==> src/rtl/serial_subtractor.sv <==
// serial_subtractor: bit-serial LSB-first a - b - b_in through one full-subtractor cell and a borrow flip-flop
// Ports: clk/rst (async active-high); start, a, b, b_in are captured while ready=1;
// done pulses for one cycle with diff/b_out (and ovf when SERIAL_SUB_OVF_EN is defined) valid and held.
module serial_subtractor #(
  parameter int WIDTH = 4
) (
  input  logic             clk,
  input  logic             rst,
  input  logic             start,
  input  logic [WIDTH-1:0] a,
  input  logic [WIDTH-1:0] b,
  input  logic             b_in,
  output logic             ready,
  output logic             done,
  output logic [WIDTH-1:0] diff,
  output logic             b_out
`ifdef SERIAL_SUB_OVF_EN
  ,
  output logic             ovf
`endif
);
  localparam int CW = (WIDTH > 2) ? $clog2(WIDTH) : 1;
  typedef enum logic [1:0] {IDLE, RUN, DONE} state_t;
  state_t           r_state, w_next;
  logic [WIDTH-1:0] r_a_sr, r_b_sr;
  logic [WIDTH-2:0] r_d_sr;
  logic             r_br;
  logic [CW-1:0]    r_cnt;
  logic             w_x, w_y, w_d, w_br_next, w_last;
  logic [WIDTH-1:0] w_d_nxt;
  assign w_x       = r_a_sr[0];
  assign w_y       = r_b_sr[0];
  assign w_d       = w_x ^ w_y ^ r_br;
  assign w_br_next = (~w_x & w_y) | (~(w_x ^ w_y) & r_br);
  assign w_last    = r_cnt == CW'(WIDTH - 1);
  // the new bit enters at the MSB, so after WIDTH shifts the LSB sits at bit 0
  assign w_d_nxt   = {w_d, r_d_sr};
  always_ff @(posedge clk or posedge rst)
    if (rst) r_state <= IDLE;
    else     r_state <= w_next;
  always_comb
    w_next = (r_state == IDLE) ? (start ? RUN : IDLE) :
             (r_state == RUN)  ? (w_last ? DONE : RUN) : IDLE;
  always_comb begin
    ready = r_state == IDLE;
    done  = r_state == DONE;
  end
  always_ff @(posedge clk or posedge rst)
    if (rst) begin
      r_a_sr <= '0;
      r_b_sr <= '0;
      r_d_sr <= '0;
      r_br   <= 1'b0;
      r_cnt  <= '0;
      diff   <= '0;
      b_out  <= 1'b0;
    end else if (r_state == IDLE && start) begin
      r_a_sr <= a;
      r_b_sr <= b;
      r_br   <= b_in;
      r_cnt  <= '0;
    end else if (r_state == RUN) begin
      r_a_sr <= {1'b0, r_a_sr[WIDTH-1:1]};
      r_b_sr <= {1'b0, r_b_sr[WIDTH-1:1]};
      r_d_sr <= w_d_nxt[WIDTH-1:1];
      r_br   <= w_br_next;
      r_cnt  <= r_cnt + 1'b1;
      if (w_last) begin
        diff  <= w_d_nxt;
        b_out <= w_br_next;
      end
    end
`ifdef SERIAL_SUB_OVF_EN
  // on the last bit x, y, d are the operand and result sign bits
  always_ff @(posedge clk or posedge rst)
    if (rst)                           ovf <= 1'b0;
    else if (r_state == RUN && w_last) ovf <= (w_x ^ w_y) & (w_x ^ w_d);
`endif
endmodule

==> config.mk <==
export PLATFORM = sky130hd
export DESIGN_NAME = serial_subtractor
export DESIGN_NICKNAME = d
export VERILOG_FILES = /design/src/rtl/serial_subtractor.sv
export SDC_FILE = /design/constraint.sdc
export NUM_CORES = 1
export LEC_CHECK = 0
export CAP_MARGIN = 20
export CORE_MARGIN = 8
export CORE_UTILIZATION = 40
export CTS_CLUSTER_SIZE = 28
export DETAILED_ROUTE_END_ITERATION = 7
export SLEW_MARGIN = 15
export SYNTH_ARGS = -nofsm -noshare
export SYNTH_HDL_FRONTEND = slang
export SYNTH_SLANG_ARGS = --single-unit
export TNS_END_PERCENT = 20
==> constraint.sdc <==
create_clock -name clk -period 1.6 [get_ports clk]
set_clock_uncertainty 0.05 [all_clocks]
set_input_delay 0.4 -clock clk [delete_from_list [all_inputs] [get_ports clk]]
set_output_delay 0.4 -clock clk [all_outputs]
set_load 0.005 [all_outputs]
# Yosys cells after proc, flatten, opt, wreduce, memory -nomap -nowiden
# Cells that the tools add are included.
# classes
add_sub_neg	1
bitwise_logic	8
n_reduce_logical	5
mux	12
n_eq_ne	3
# op_table
cell	n
4-bit 2-to-1 mux	4
2-bit 2-to-1 mux	5
2-bit equality test (second input constant)	2
1-bit 2-to-1 mux	3
1-bit inverter	3
3-bit AND reduction	1
2-bit by 1-bit adder with 2-bit output (second input constant)	1
1-bit bitwise AND	2
2-bit by 1-bit equality test with 1-bit output (second input constant)	1
2-bit logical NOT	1
2-bit AND reduction	1
2-bit nonzero test	1
1-bit bitwise XOR	2
1-bit logical AND	1
1-bit bitwise OR	1
# totals
ff_bits	21
elab_cells	37
in_bits	12

# Logic depth before layout (Yosys ltp)
# depth
ltp_word	6
depth_mapped	4
depth_no_buf	3

# Least setup slack after synthesis
# OpenSTA, ideal clock, no wires.
# synth_timing
path_type	reg2reg
startpoint	reg r_cnt[0]
endpoint	reg diff[0]
synth_period_minus_slack_ps	1290
path_slack_ps	310
t_arrival_ps	1115
stages_incl_launch_ff	4
cell_sequence	dfrtp_1 > ha_1 > nand3b_1 > mux2_2
# synth_via
elab_chain_cells	2
# synth_lines
element	line_no	text
start, declared	28	logic [CW-1:0] r_cnt;
start signal, assigned	67	r_cnt <= r_cnt + 1'b1;
2-bit equality test	35	assign w_last = r_cnt == CW'(WIDTH - 1);
3-bit AND reduction (no source line)	-	
end signal, assigned	69	diff <= w_d_nxt;
end, declared	15	output logic [WIDTH-1:0] diff,
# Every way passes these cells.
# A chain may end at the register's enable or synchronous reset.

# Final worst setup path
# layout_timing
startpoint	reg r_state[1]
endpoint	out done
# layout_via
elab_chain_cells	1
# layout_lines
element	line_no	text
start, declared	24	state_t r_state, w_next;
start signal, assigned	40	else r_state <= w_next;
2-bit equality test	46	done = r_state == DONE;
end, declared	14	output logic done,
# Every way passes these cells.

==> results_dict.tcl <==
set metrics [dict create \
    routedWlPerCell_um 14.4 \
    worstPathRequired_ns 1.15 \
    clock.fmax_mhz 647 \
    routed_wl_um 1870 \
    hold_class "input pin to asynchronous set/reset pin" \
    synth_top_area_share_pct 56.5 \
    syn_to_final_growth_pct 31.5 \
    worstRegToRegCells 5 \
    synth_edf_count 0 \
    pwr-share-comb_pct 48.8 \
    p_int_w 0.00151 \
    irDropWorstVdd_uv 939 \
    post-dp-hpwl_um 1420 \
    fin_nets 117 \
    synthDistinctLibCells 22 \
    powerDensity_nw_per_um2 1860 \
    power_frac_seq_pct 40.3 \
    grt_max_degree 22 \
    yosysMostFrequentCell "dfrtp_1" \
    antenna_found_initial 0 \
    hold_viol 0 \
    dr.first_iter.drc_count 23 \
    rows 17 \
    slew_viol_final 0 \
    cts.sink_count 21 \
    port_buffers 18 \
    via_count 689 \
    p_sw_w 0.000758 \
    coreArea_um2 2210 \
    diodes 0 \
    syn_inst 74 \
    clockBufferDepth 2 \
    vias_per_cell 5.30 \
    cts_root_buffer "clkbuf_4" \
    utilization_pct 55.3 \
    ys_ff_latch 21 \
    grt_pass1_vias 692 \
    drc_errors 0 \
    synthTopCellsByArea "dfrtp_1 56%, mux2_2 9.7%, inv_1 4.0%, nor4b_1 3.8%, nor2b_1 3.4%" \
    clk_latency_ns 0.30 \
    synth_nets 88 \
    synth_ff_type "dfrtp_1" \
    drt_first_pass_iters 5 \
    synth.avg_cell_area_um2 12.6 \
    fin_setup_tns_ns 0 \
    grt_pass1_wl_um 3260 \
    slew-limit-headroom_pct 73.1 \
    design_area_um2 1220 \
    crit_type "flip-flop to output port" \
    antenna_left 0 \
    status "finished clean" \
    synthArstFlopShare_pct 100 \
    p_leak_nw 0.571 \
    crit_arrival_ns 1.09 \
    die_h_um 64.2 \
    die_area_um2 4130 \
    rsz0062_at_grt "no" \
    setup_viol 0 \
    swShare_pct 33.3 \
    holdBufCountCts 0 \
    place.gp.congestion 0.783 \
    fp.dieW_um 64.2 \
    post-route-min-period_ns 1.54 \
    htree_levels 1 \
    critPathCaptureType "output port" \
    yosysSeqAreaShare_pct 56.5 \
    start_kind "flip-flop" \
    grt-ovfl-total 0 \
    cts_tree "built" \
    syn_area_um2 931 \
    dpl_cell_area_um2 1180 \
    power_frac_clock_pct 10.9 \
    cts_inserted_buffers 3 \
    pin_count 19 \
    synth_common_cells "21 x dfrtp_1, 10 x inv_1, 8 x mux2_2" \
    worstMarginPinSlew_ns 0.397 \
    post-route-period-util_pct 96.5 \
    worstPathMaxFanout 3 \
    cap_viol_max_count 0 \
    synth_top_cell_by_area "dfrtp_1" \
    drive_above_1_share_pct 24.5 \
    yosysWarnings 0 \
    clk_pin_slew_worst_paths_ns 0.11 \
    grt_usage_pct 9.70 \
    initial_core_util_pct 42.1 \
]
## path summary, 6_finish.rpt
path,startpoint,endpoint,slack (ns)
max reg2reg,r_state[1],diff[0],0.13
min reg2reg,diff[1],diff[1],0.46
max in group asynchronous,rst,r_b_sr[1],0.92
max,r_state[1],done,0.06
min in group clk,diff[1],diff[1],0.46
min,rst,diff[2],0.37
## per-layer routing
layer | up-vias | track usage, % | wire length (µm)
li1 | 319 | - | -
met1 | 346 | 12.5 | 911
met2 | 22 | 13.9 | 815
met3 | 2 | 5.40 | 133
met4 | 0 | 1.91 | 8
met5 | - | 0 | 0
## flip-flops by register name, indices dropped and copies added (netlist names)
signal	cells
r_a_sr	4
r_cnt	2
diff	4
b_out	1
r_br	1
r_state	2
r_b_sr	4
r_d_sr	3
## per-stage QoR
stage,cells,power [W],hold WS (ns),setup slack (ns)
after floorplan,74,0.00163,0.327,0.310
after global placement,123,0.00204,0.437,-0.0146
after detailed placement,123,0.00207,0.441,-0.0416
after CTS,128,0.00228,0.367,-0.0121
after global routing,130,0.00246,0.381,0.000216
final,130,0.00227,0.365,0.0554
## power groups by stage
stage	sequential, W	clock (W)	combinational, W
CTS	0.000922	0.000257	0.00110
global placement	0.000922	0	0.00112
global route	0.000952	0.000278	0.00123
finish	0.000916	0.000247	0.00111
floorplan	0.000915	0	0.000714
detailed placement	0.000936	0	0.00114
## area by class of cell
type / instances / area [µm²]
fillers: 194 / 988
flip-flops and latches: 21 / 526
multi-input cells: 38 / 345
repair buffers: 29 / 254
inverters: 10 / 37.5
well taps: 28 / 35.0
clock buffers: 4 / 26.3
## critical path: stages, from the launching register on
cell           delay [ns]
dfrtp_1              0.42
nor2b_1              0.13
dlygate4sd2_1        0.26
## kinds of logic after synthesis
kind of cell / Yosys count / synth area share, %
multiplexers: 9 / 10.8
AND/OR/NAND/NOR: 15 / 10.3
flip-flops: 21 / 56.5
buffers and inverters: 15 / 6.99
adder cells (fa/ha/maj): 2 / 3.49
AO/OA/AOI/OAI: 12 / 12.0
## layout by cell type, fill, tap and decap left out, drive strengths merged, types with 2 or more instances in the layout
cell type / count
nor2b: 5
nor4b: 4
a222oi: 3
a221oi: 3
clkbuf: 4
a32o: 2
nor2: 4
inv: 10
mux2: 8
dlygate4sd2: 7
clkdlybuf4s50: 11
dfrtp: 21
buf: 11
## repair_timing
item	4_1_cts	5_1_grt
setup buffers	1	2
gates resized for setup	8	1
cloned	0	0
endpoints found under the setup margin	7	5
Power figures use the tool's default switching activity.
